## src/rtl/hazard_pkg.sv

```systemverilog
// Shared definitions for the pipeline hazard controller: forward-select codes
// and the multi-cycle execute FSM state type.
package hazard_pkg;
  localparam logic [1:0] FWD_RF  = 2'b00;
  localparam logic [1:0] FWD_WB  = 2'b01;
  localparam logic [1:0] FWD_MEM = 2'b10;

  typedef enum logic {
    MC_IDLE = 1'b0,
    MC_BUSY = 1'b1
  } mc_state_e;
endpackage

```

## src/rtl/hazard_ctrl_unit_if.sv

```systemverilog
// Hazard controller bundle: pipeline-side hazard inputs and the stage
// enable/flush/forward outputs. The master drives inputs, the slave is the unit.
interface hazard_ctrl_unit_if #(
  parameter int REG_AW  = 5,
  parameter int NUM_SRC = 2,
  parameter int CNT_W   = 16
);
  logic [NUM_SRC*REG_AW-1:0] rs_d, rs_e;
  logic [REG_AW-1:0]         rd_e, rd_m, rd_w;
  logic                      reg_write_m, reg_write_w;
  logic                      result_src_e, pc_src_e, mc_start_e;
  logic [2*NUM_SRC-1:0]      forward_e;
  logic                      stall_f, stall_d, stall_e;
  logic                      flush_d, flush_e, flush_m;
  logic                      mc_busy;
  logic [CNT_W-1:0]          stall_cnt, flush_cnt;

  modport master (
    output rs_d, rs_e, rd_e, rd_m, rd_w, reg_write_m, reg_write_w,
           result_src_e, pc_src_e, mc_start_e,
    input  forward_e, stall_f, stall_d, stall_e, flush_d, flush_e, flush_m,
           mc_busy, stall_cnt, flush_cnt
  );

  modport slave (
    input  rs_d, rs_e, rd_e, rd_m, rd_w, reg_write_m, reg_write_w,
           result_src_e, pc_src_e, mc_start_e,
    output forward_e, stall_f, stall_d, stall_e, flush_d, flush_e, flush_m,
           mc_busy, stall_cnt, flush_cnt
  );
endinterface

```

## src/rtl/hazard_fwd_mux_sel.sv

```systemverilog
// Per-operand forward select for the E stage. M beats W; x0 is never forwarded.
module hazard_fwd_mux_sel
  import hazard_pkg::*;
#(
  parameter int REG_AW = 5
) (
  input  logic [REG_AW-1:0] rs,
  input  logic [REG_AW-1:0] rd_m,
  input  logic [REG_AW-1:0] rd_w,
  input  logic              reg_write_m,
  input  logic              reg_write_w,
  output logic [1:0]        sel
);
  always_comb begin
    sel = FWD_RF;
    if (reg_write_m && (rd_m != '0) && (rd_m == rs))      sel = FWD_MEM;
    else if (reg_write_w && (rd_w != '0) && (rd_w == rs)) sel = FWD_WB;
  end
endmodule

```

## src/rtl/hazard_ctrl_unit.sv

```systemverilog
// Unified hazard controller: forwarding, load-use stall, branch flush and the
// multi-cycle execute hold FSM. Perf counters built only with HAZARD_PERF_CNT_EN.
module hazard_ctrl_unit
  import hazard_pkg::*;
#(
  parameter int REG_AW  = 5,
  parameter int NUM_SRC = 2,
  parameter int MC_LAT  = 4,
  parameter int CNT_W   = 16
) (
  input logic               clk,
  input logic               rst,
  hazard_ctrl_unit_if.slave bus
);
  localparam int              CW       = $clog2(MC_LAT + 1);
  localparam bit              MC_MULTI = (MC_LAT > 1);
  localparam logic [CW-1:0]   MC_LOAD  = CW'(MC_LAT - 1);
  localparam logic [CW-1:0]   CNT_ONE  = CW'(1);

  logic [NUM_SRC-1:0][REG_AW-1:0] rs_d_a, rs_e_a;
  logic [NUM_SRC-1:0][1:0]        fwd_a;

  assign rs_d_a = bus.rs_d;
  assign rs_e_a = bus.rs_e;

  for (genvar k = 0; k < NUM_SRC; k++) begin : g_fwd
    hazard_fwd_mux_sel #(.REG_AW(REG_AW)) u_sel (
      .rs          (rs_e_a[k]),
      .rd_m        (bus.rd_m),
      .rd_w        (bus.rd_w),
      .reg_write_m (bus.reg_write_m),
      .reg_write_w (bus.reg_write_w),
      .sel         (fwd_a[k])
    );
  end

  assign bus.forward_e = fwd_a;

  logic lu;
  always_comb begin
    lu = 1'b0;
    for (int k = 0; k < NUM_SRC; k++)
      if (rs_d_a[k] == bus.rd_e) lu = 1'b1;
    lu = lu && bus.result_src_e && (bus.rd_e != '0);
  end

  // mc_cnt counts remaining E cycles; the hold drops on the op's last E cycle
  mc_state_e     state_q, state_d;
  logic [CW-1:0] mc_cnt_q, mc_cnt_d;
  logic          mc_hold;

  always_comb begin
    state_d  = state_q;
    mc_cnt_d = mc_cnt_q;
    mc_hold  = 1'b0;
    case (state_q)
      MC_IDLE: if (bus.mc_start_e && MC_MULTI) begin
        state_d  = MC_BUSY;
        mc_cnt_d = MC_LOAD;
        mc_hold  = 1'b1;
      end
      MC_BUSY: begin
        mc_hold  = (mc_cnt_q > CNT_ONE);
        mc_cnt_d = mc_cnt_q - CNT_ONE;
        if (mc_cnt_q == CNT_ONE) state_d = MC_IDLE;
      end
      default: state_d = MC_IDLE;
    endcase
  end

  always_ff @(posedge clk or posedge rst) begin
    if (rst) begin
      state_q  <= MC_IDLE;
      mc_cnt_q <= '0;
    end else begin
      state_q  <= state_d;
      mc_cnt_q <= mc_cnt_d;
    end
  end

  // Hold masks branch and load-use; a taken branch discards the load-use victim in D
  logic stall_f, flush_d, flush_e;
  assign stall_f     = ~rst & (mc_hold | (~bus.pc_src_e & lu));
  assign flush_d     = ~rst & ~mc_hold & bus.pc_src_e;
  assign flush_e     = ~rst & ~mc_hold & (bus.pc_src_e | lu);

  assign bus.stall_f = stall_f;
  assign bus.stall_d = stall_f;
  assign bus.stall_e = ~rst & mc_hold;
  assign bus.flush_d = flush_d;
  assign bus.flush_e = flush_e;
  assign bus.flush_m = ~rst & mc_hold;
  assign bus.mc_busy = (state_q == MC_BUSY);

`ifdef HAZARD_PERF_CNT_EN
  logic [CNT_W-1:0] stall_cnt_q, stall_cnt_d, flush_cnt_q, flush_cnt_d;

  always_comb begin
    stall_cnt_d = stall_cnt_q;
    flush_cnt_d = flush_cnt_q;
    if (stall_f && (stall_cnt_q != '1))               stall_cnt_d = stall_cnt_q + CNT_W'(1);
    if ((flush_d || flush_e) && (flush_cnt_q != '1))  flush_cnt_d = flush_cnt_q + CNT_W'(1);
  end

  always_ff @(posedge clk or posedge rst) begin
    if (rst) begin
      stall_cnt_q <= '0;
      flush_cnt_q <= '0;
    end else begin
      stall_cnt_q <= stall_cnt_d;
      flush_cnt_q <= flush_cnt_d;
    end
  end

  assign bus.stall_cnt = stall_cnt_q;
  assign bus.flush_cnt = flush_cnt_q;
`else
  assign bus.stall_cnt = {CNT_W{1'b0}};
  assign bus.flush_cnt = {CNT_W{1'b0}};
`endif
endmodule

```

## src/flat_wrapper.sv

```systemverilog
// flat-port wrapper written by rule: the top's interface ports become plain ports
module hazard_ctrl_unit_flat import hazard_pkg::*;
#(
  parameter int REG_AW  = 5,
  parameter int NUM_SRC = 2,
  parameter int MC_LAT  = 4,
  parameter int CNT_W   = 16
)
  (clk, rst, bus_rs_d, bus_rs_e, bus_rd_e, bus_rd_m, bus_rd_w, bus_reg_write_m, bus_reg_write_w, bus_result_src_e, bus_pc_src_e, bus_mc_start_e, bus_forward_e, bus_stall_f, bus_stall_d, bus_stall_e, bus_flush_d, bus_flush_e, bus_flush_m, bus_mc_busy, bus_stall_cnt, bus_flush_cnt);
  hazard_ctrl_unit_if #(.REG_AW(REG_AW), .NUM_SRC(NUM_SRC), .CNT_W(CNT_W)) bus_i ();
  input logic clk;
  input logic rst;
  input wire logic [$bits(bus_i.rs_d)-1:0] bus_rs_d;
  input wire logic [$bits(bus_i.rs_e)-1:0] bus_rs_e;
  input wire logic [$bits(bus_i.rd_e)-1:0] bus_rd_e;
  input wire logic [$bits(bus_i.rd_m)-1:0] bus_rd_m;
  input wire logic [$bits(bus_i.rd_w)-1:0] bus_rd_w;
  input wire logic [$bits(bus_i.reg_write_m)-1:0] bus_reg_write_m;
  input wire logic [$bits(bus_i.reg_write_w)-1:0] bus_reg_write_w;
  input wire logic [$bits(bus_i.result_src_e)-1:0] bus_result_src_e;
  input wire logic [$bits(bus_i.pc_src_e)-1:0] bus_pc_src_e;
  input wire logic [$bits(bus_i.mc_start_e)-1:0] bus_mc_start_e;
  output wire logic [$bits(bus_i.forward_e)-1:0] bus_forward_e;
  output wire logic [$bits(bus_i.stall_f)-1:0] bus_stall_f;
  output wire logic [$bits(bus_i.stall_d)-1:0] bus_stall_d;
  output wire logic [$bits(bus_i.stall_e)-1:0] bus_stall_e;
  output wire logic [$bits(bus_i.flush_d)-1:0] bus_flush_d;
  output wire logic [$bits(bus_i.flush_e)-1:0] bus_flush_e;
  output wire logic [$bits(bus_i.flush_m)-1:0] bus_flush_m;
  output wire logic [$bits(bus_i.mc_busy)-1:0] bus_mc_busy;
  output wire logic [$bits(bus_i.stall_cnt)-1:0] bus_stall_cnt;
  output wire logic [$bits(bus_i.flush_cnt)-1:0] bus_flush_cnt;
  assign bus_i.rs_d = bus_rs_d;
  assign bus_i.rs_e = bus_rs_e;
  assign bus_i.rd_e = bus_rd_e;
  assign bus_i.rd_m = bus_rd_m;
  assign bus_i.rd_w = bus_rd_w;
  assign bus_i.reg_write_m = bus_reg_write_m;
  assign bus_i.reg_write_w = bus_reg_write_w;
  assign bus_i.result_src_e = bus_result_src_e;
  assign bus_i.pc_src_e = bus_pc_src_e;
  assign bus_i.mc_start_e = bus_mc_start_e;
  assign bus_forward_e = bus_i.forward_e;
  assign bus_stall_f = bus_i.stall_f;
  assign bus_stall_d = bus_i.stall_d;
  assign bus_stall_e = bus_i.stall_e;
  assign bus_flush_d = bus_i.flush_d;
  assign bus_flush_e = bus_i.flush_e;
  assign bus_flush_m = bus_i.flush_m;
  assign bus_mc_busy = bus_i.mc_busy;
  assign bus_stall_cnt = bus_i.stall_cnt;
  assign bus_flush_cnt = bus_i.flush_cnt;
  hazard_ctrl_unit #(.REG_AW(REG_AW), .NUM_SRC(NUM_SRC), .MC_LAT(MC_LAT), .CNT_W(CNT_W)) u_core (.clk(clk), .rst(rst), .bus(bus_i));
endmodule
```

## config.mk

```make
export PLATFORM = sky130hd
export DESIGN_NAME = hazard_ctrl_unit_flat
export DESIGN_NICKNAME = d
export VERILOG_FILES = /design/src/rtl/hazard_pkg.sv /design/src/rtl/hazard_ctrl_unit_if.sv /design/src/rtl/hazard_fwd_mux_sel.sv /design/src/rtl/hazard_ctrl_unit.sv /design/src/flat_wrapper.sv
export SDC_FILE = /design/constraint.sdc
export NUM_CORES = 1
export LEC_CHECK = 0
export ABC_AREA = 1
export BUFFER_PORTS_ARGS = -buffer_cell sky130_fd_sc_hd__buf_2
export CAP_MARGIN = 20
export CORE_MARGIN = 3
export CORE_UTILIZATION = 42
export CTS_CLUSTER_DIAMETER = 150
export CTS_CLUSTER_SIZE = 25
export DETAILED_ROUTE_END_ITERATION = 7
export PLACE_DENSITY = 0.92
export SETUP_SLACK_MARGIN = 0.4
export SKIP_LAST_GASP = 1
export SLEW_MARGIN = 0
export SYNTH_ARGS = -nofsm -noshare
export SYNTH_HDL_FRONTEND = slang
export SYNTH_SLANG_ARGS = --single-unit
```

## constraint.sdc

```tcl
create_clock -name clk -period 1.75 [get_ports clk]
set_input_delay 0.175 -clock clk [delete_from_list [all_inputs] [get_ports clk]]
set_output_delay 0.175 -clock clk [all_outputs]
set_load 0.005 [all_outputs]
```

==> results summary, run 1 <==
The via count of the first global-routing pass is 894. The critical path is of the flip-flop to output port type. The critical-path cell with the highest stage delay is dfrtp_1.

The final-layout worst hold slack came out at around 0.25 ns. The number of synthesis warnings is 0. The cell family contributing the most delay on the critical path is flip-flops.

The maximum number of pins on one net before global-route repair is 7. The number of standard-cell rows in the floorplan is 17. The H-tree level count came out at 1. The number of enable-type register cells in the synthesized netlist is 0. Setup violations remaining at the end of the flow were counted as 0.

The number of antenna violations at the first check in global routing is 0. The number of fill cells in the layout came out at 219. The tree is rooted in a clkbuf_4. Walking the worst path, the cells encountered are inv_2 -> ha_4 -> inv_2 -> o21ai_2 -> nand2_2 -> a21oi_2 -> nand2_1 -> nand2_1 -> buf_2.

The fraction of the cycle the final worst path needs came out at between 90 and 100%. The total via count in the routed design came out at 1033. The core area came out at roughly 2200 um^2. The number of antenna diodes came out at 0. The initial core utilization came out at between 40% and 50%. The required time at the worst-slack endpoint is between 1.5 and 2 ns. The HPWL after detailed placement came out at 2.05 mm.

Among all flip-flop cells after synthesis, the most frequent one is dfrtp_1. Of all cell types, the one taking the most synthesized area is buf_4. Setup slack closes at roughly 0.099 ns.

The number of register bits inferred by synthesis is 4. The worst setup path is launched from a flip-flop. The first global-routing pass estimated between 3 and 4 mm of wire.

The maximum achievable frequency came out at approximately 600 MHz. The peak supply drop is ~0.51 mV. The buffer levels on the longest clock path is 2. The total die area is a little over 3000 um^2. The instance count of the mapped netlist came out at 160. The sort of element at the end of the critical path is an output port. Setup repair after global routing could not meet its margin everywhere. The total wire length is approximately 2.5 mm. TritonCTS built the clock tree. The number of nets in the finished design is approximately 260.

The share of synthesized registers carrying an async set or reset is 100%. The filler-free cell count of the finished design is 244. The flow ran to the end, and the final reports show no timing, DRC or antenna violations. The tightest min-delay check is of the primary input to flip-flop type. The weighted congestion reported at the end of routability-driven placement came out at 0.870. The overall power is slightly below 900 uW.

The die height is about 55 um. The synthesized area divided by synthesized cell count came out at between 6 and 7 um^2. Sorting the synthesized cells by how often they occur yields 34 x buf_4, 32 x nand2_1, 19 x inv_1.

For this design the top-level I/O count stands at 85. The area share of the leading cell type in the synthesized netlist is 25.3%. In the post-synthesis netlist, the biggest area contributors are buf_4 25%, nand2_1 12%, xnor2_1 11%. The worst setup skew after layout came out at between 0.009 and 0.01 ns. Before CTS, the worst setup slack after placement is roughly 0.33 ns. The count of nets left with antenna violations once routing finished came out at 0. The standard cell area after detailed placement is roughly 1200 um^2.

The number of I/O port buffers came out at 52. The layout overhead on the synthesized area is 23.4%. Together, buffers and inverters on the worst path number 3. The first detailed-routing pass ran for 4 iterations. The number of hold-slack violations in the final timing report came to 0. The worst stage delay on the critical path came out at 0.39 ns.

The DRC violation count after routing came out at 0. The analysis attributes to cell leakage a power of just under 0.8 nW. The violation count after the first detailed-route iteration came out at 20. The cell area after layout is between 1000 and 1500 um^2.

Data arrives at the worst endpoint at around 1.5 ns. The via count normalized by instance count came out at between 4 and 5. The number of different library cells in the post-synthesis netlist came out at 22.

The total routing resource utilization after global routing came out at approximately 17%. The max-capacitance violation count is 0. For this design the ratio of total power to cell area is around 700 nW/um^2. Clock tree synthesis found a total of 4 sinks. In the final layout, the share of cells above drive strength 1 is between 30 and 40%. The cell count after placement is ~240. The worst path needs approximately 1.7 ns of the cycle, external delays included. The CTS clock-pin slew for the worst setup and hold paths is 0.04 ns. The synthesized cell area is between 1000 and 1500 um^2. The number of max-slew violations in the final report was 0.

In this run the horizontal extent of the chip is approximately 55 um. The aggregate global routing overflow is 0. The maximum fanout encountered on the critical timing path is 3. Buffers inserted during clock tree synthesis total 3. The per-cell routed wire length is 10.3 um. The sequential cell area fraction in the yosys report came out at approximately 10%. The most repeated cell in the gate-level netlist after synthesis is buf_4. Clock latency on the worst-skew pair, taken at its later pin, is about 0.25 ns.
-- final cells by class --
cell class	instances	area (um^2)	area share [%]
inverters	22	82.6	6.65
flip-flops and latches	4	100	8.06
repair buffers	56	293	23.6
multi-input cells	131	709	57.1
well taps	28	35.0	2.82
clock buffers	3	22.5	1.81
-- cell families after synthesis --
group                    Yosys count  share of synthesized area [%]
AO/OA/AOI/OAI                      8                           4.97
XOR/XNOR                          22                           19.1
adder cells (fa/ha/maj)            2                           2.48
buffers and inverters             56                           33.5
flip-flops                         4                           9.94
other                              1                          0.372
AND/OR/NAND/NOR                   67                           29.6
-- path summary, 6_finish.rpt --
path,startpoint,to,slack [ns],depth (start not counted)
min in group asynchronous,rst,u_core.bus.mc_busy,0.42,3
worst min-delay path,bus_mc_start_e,u_core.bus.mc_busy,0.25,3
worst max register to register,u_core.mc_cnt_q[1],u_core.mc_cnt_q[1],0.54,5
max in group asynchronous,rst,u_core.mc_cnt_q[0],1.15,3
worst max-delay path,u_core.mc_cnt_q[1],bus_flush_e,0.1,9
worst min register to register,u_core.mc_cnt_q[2],u_core.mc_cnt_q[2],0.55,1
-- report_power, final --
group	internal, mW	switching (mW)	total [mW]
combinational	0.257	0.296	0.553
sequential	0.138	0.0575	0.196
clock	0.0773	0.0471	0.124
-- through the flow --
| step | util (%) | setup TNS [ns] |
|---|---|---|
| 2_1_floorplan | - | 0 |
| 3_3_place_gp | 52.1 | 0 |
| 3_5_place_dp | 52.1 | 0 |
| 4_1_cts | 54.6 | 0 |
| 5_1_grt | 55.6 | -0.0223 |
| 6_report | 55.6 | 0 |
-- metal layers --
metal	part of all wire [%]	vias to the layer above	global-route usage, %
li1	-	536	-
met1	35	451	17.0
met2	55	44	32.1
met3	8.7	2	4.56
met4	0.75	0	6.07
met5	0	-	0
-- sequential cells by signal (all words and copies together) (netlist names) --
signal and cells:
u_core.bus.mc_busy 1, u_core.mc_cnt_q 3
-- timing repair --
item | CTS | global route
gates resized for setup | 5 | 2
hold endpoints to repair | 4 | 0
setup buffers | 1 | 2
pin swaps | 6 | 5
hold buffers | 1 | 0
endpoints found under the setup margin | 6 | 6
-- worst reg2reg max path, delay by kind of cell, from the launching register on --
| family | cells | cell delay (ns) |
|---|---|---|
| buf+inv | 3 | 0.31 |
| flops | 1 | 0.36 |
| compound gates | 1 | 0.18 |
| fa+ha+maj | 1 | 0.26 |
-- layout by cell type, fill, tap and decap left out --
cell type      Yosys  final
inv_2              3      5
xnor2_1           13     13
nand2_1           32     31
a21oi_2            1      1
nand2_2            1      2
nand4_1            2      2
conb_1             1     32
xor2_1             9      9
nor2_1            18     18
nor3_1             1      1
inv_1             19     17
nor3_2             2      2
dlygate4sd3_1      0      1
o21ai_2            1      2
buf_2              0     52
a22oi_1            1      1
nand3_2            1      2
nand2_4            1      1
nand3_1            9      8
ha_1               2      1
clkbuf_4           0      3
dfrtp_1            4      4
buf_4             34      3
o21ai_0            4      4
ha_4               0      1
Note: power is estimated with default switching activity, not from simulation.
==> inputs of run 2 (changes only) <==
PLACE_DENSITY = 0.87   (was 0.92)
==> run 2 against run 1 <==
Effect of this change:
- critical path depth did not move
- worst setup slack improved by 0.056 ns
- die area did not move
- combinational power fell by 10%
- register-to-register slack improved by 0.13 ns
- core utilization fell by 1.0 points
==> results summary, run 2 (synthesized netlist as in run 1, its figures left out) <==
The class of the tightest hold or removal check is primary input to flip-flop (unchanged). The critical-path cell with the highest stage delay is dfrtp_1 (unchanged). The number of antenna diodes was 0 (unchanged). The worst stage delay on the critical path is 0.38 ns (was 0.39 ns). The multi-input logic area came to 702 um^2 (was 709 um^2). The sort of element at the end of the critical path is an output port (unchanged). The DRC violation count after routing came to 0 (unchanged). The cell count after placement came out at 237 (unchanged). Run status: finished, final reports clean (unchanged). The CTS clock-pin slew for the worst setup and hold paths came out at 0.04 ns (about the same). The total via count in the routed design is 1008 (was 1033). The setup TNS came to 0 ns (unchanged). The first-pass GRT wire length came out at 3.39 mm (was 3.55 mm). The number of I/O pins is 85 (unchanged).

The H-tree level count came out at 1 (unchanged). Unrepaired setup endpoints after global routing: yes (unchanged). The areal power density over the cells is 666 nW/um^2 (was 703 nW/um^2). The standard cell area after detailed placement is 1160 um^2 (unchanged). The max-capacitance violation count came out at 0 (unchanged). The cell area after layout came out at 1220 um^2 (was 1240 um^2). The total routing resource utilization after global routing is 15.7% (was 16.7%).

Most frequent cells in the layout: 52 x buf_2, 32 x nand2_1, 32 x conb_1 (was 52 x buf_2, 32 x conb_1, 31 x nand2_1). The filler-free cell count of the finished design came out at 242 (was 244). The number of max-slew violations in the final report came out at 0 (unchanged). The core area is 2230 um^2 (unchanged). The via count normalized by instance count is 4.17 (was 4.23). The buffer levels on the longest clock path came out at 2 (unchanged). The total wire length came out at 2.31 mm (was 2.52 mm). The maximum number of pins on one net before global-route repair came to 7 (unchanged). The peak supply drop is 0.573 mV (was 0.511 mV).

The kind of launch point of the worst setup path is a flip-flop (unchanged). The violation count after the first detailed-route iteration is 19 (was 20). The flip-flop count of the largest register after layout came out at 3 (unchanged). The die height is 55.0 um (unchanged). The data arrival time of the worst path came to 1.42 ns (was 1.48 ns). The number of I/O port buffers is 52 (unchanged). The number of nets with antenna violations after routing came out at 0 (unchanged). The required time at the worst-slack endpoint came to 1.57 ns (about the same). CP Cell Sequence: inv_2 -> ha_4 -> inv_2 -> o21ai_2 -> nand2_2 -> a21oi_2 -> nand2_1 -> nand2_1 -> buf_2 (unchanged). The sequential cell area in the final layout is 100 um^2 (unchanged). The per-cell routed wire length came to 9.52 um (was 10.3 um). The number of hold-slack violations in the final timing report came out at 0 (unchanged).

The aggregate global routing overflow is 0 (unchanged). The initial core utilization is 45.1% (unchanged). The weighted congestion reported at the end of routability-driven placement is 0.779 (was 0.870). The number of nets in the finished design is 260 (was 262).

The HPWL after detailed placement is 1.97 mm (was 2.05 mm). The total of endpoints with negative setup slack in the final report was 0 (unchanged). The die boundary width is 55.0 um (unchanged). The final critical delay including setup and external delays was 1.60 ns (was 1.65 ns). The kind of critical path is flip-flop to output port (unchanged).

The number of standard-cell rows in the floorplan came out at 17 (unchanged). The number of antenna violations at the first check in global routing came out at 0 (unchanged). The fraction of layout instances using a drive strength above 1 is 32.7% (was 34.3%).

The number of sinks handled by clock tree synthesis came to 4 (unchanged). The source-to-sink clock delay at the later pin of the worst-skew pair came out at 0.25 ns (about the same). The most common library cell in the layout ignoring fill and taps was buf_2 (unchanged). The fraction of the cycle the final worst path needs is 91.2% (was 94.3%). The total die area is 3020 um^2 (unchanged).

The maximum fanout encountered on the critical timing path is 3 (unchanged). The worst setup skew after layout came out at 0.00938 ns (was 0.00941 ns). The via count of the first global-routing pass is 827 (was 894). The largest register by flop count was u_core.mc_cnt_q (unchanged). The share of the core filled with cells in the final layout came out at 54.6% (was 55.6%). The number of buffers added by the clock tree synthesis step is 3 (unchanged). The number of fill cells in the layout was 234 (was 219). The layout overhead on the synthesized area is 21.1% (was 23.4%). The static leakage power is 0.762 nW (was 0.773 nW). The first-pass iteration count of the detailed router came to 4 (unchanged).

The cell at the root of the clock tree was clkbuf_4 (unchanged). The clock tree from TritonCTS is built (unchanged). The maximum achievable frequency is 627 MHz (was 606 MHz).
==> run 2: cell types whose count changed in the layout (fill, tap and decap cells not counted), sizes merged <==
| cell | change |
|---|---|
| buf | -2 |
==> run 2: per-stage QoR <==
step	setup slack, ns	power (mW)	hold slack [ns]
floorplan	0.476	0.537	-0.0505
global placement	0.382	0.621	0.104
detailed placement	0.302	0.642	0.0999
CTS	0.0982	0.821	0.209
global route	0.00712	0.913	0.245
finish	0.155	0.812	0.226
==> run 2: layout make-up <==
class / instances / share of cell area (%)
Multi-Input combinational cell: 131 / 57.5
Timing Repair Buffer: 54 / 22.8
Sequential cell: 4 / 8.21
Inverter: 22 / 6.77
Tap cell: 28 / 2.87
Clock buffer: 3 / 1.85
==> run 2: critical path, delay by kind of cell (launching register included) <==
| family | cells | cell delay, ns |
|---|---|---|
| flops | 1 | 0.38 |
| simple gates | 3 | 0.22 |
| fa+ha+maj | 1 | 0.12 |
| compound gates | 2 | 0.25 |
| buf+inv | 3 | 0.21 |
==> run 2: path summary, 6_finish.rpt <==
kind | cells past startpoint | slack (ns) | end | startpoint
min in group asynchronous | 3 | 0.41 | u_core.bus.mc_busy | rst
worst min-delay path | 3 | 0.23 | u_core.bus.mc_busy | bus_mc_start_e
worst max register to register | 6 | 0.67 | u_core.mc_cnt_q[2] | u_core.mc_cnt_q[1]
worst min register to register | 1 | 0.54 | u_core.mc_cnt_q[2] | u_core.mc_cnt_q[2]
max in group asynchronous | 3 | 1.15 | u_core.mc_cnt_q[2] | rst
worst max-delay path | 9 | 0.15 | bus_flush_e | u_core.mc_cnt_q[1]
==> run 2: per-layer routing <==
metal | vias to the layer above | share of wire [%] | GRT usage (%)
li1 | 534 | - | -
met1 | 420 | 37 | 17.9
met2 | 47 | 50 | 27.4
met3 | 7 | 11 | 4.56
met4 | 0 | 2.0 | 6.07
met5 | - | 0 | 0
==> run 2: where the power goes <==
part	internal (mW)	total [mW]	switching, mW
Clock	0.0771	0.121	0.0435
Combinational	0.223	0.495	0.272
Sequential	0.138	0.196	0.0578
==> run 2: repair_timing <==
action / CTS / global route
endpoints found under the setup margin: 6 / 6
endpoints found under the hold margin: 4 / 0
gates resized for setup: 5 / 0
hold buffers: 1 / 0
setup buffers: 1 / 0
pin swaps: 6 / 5
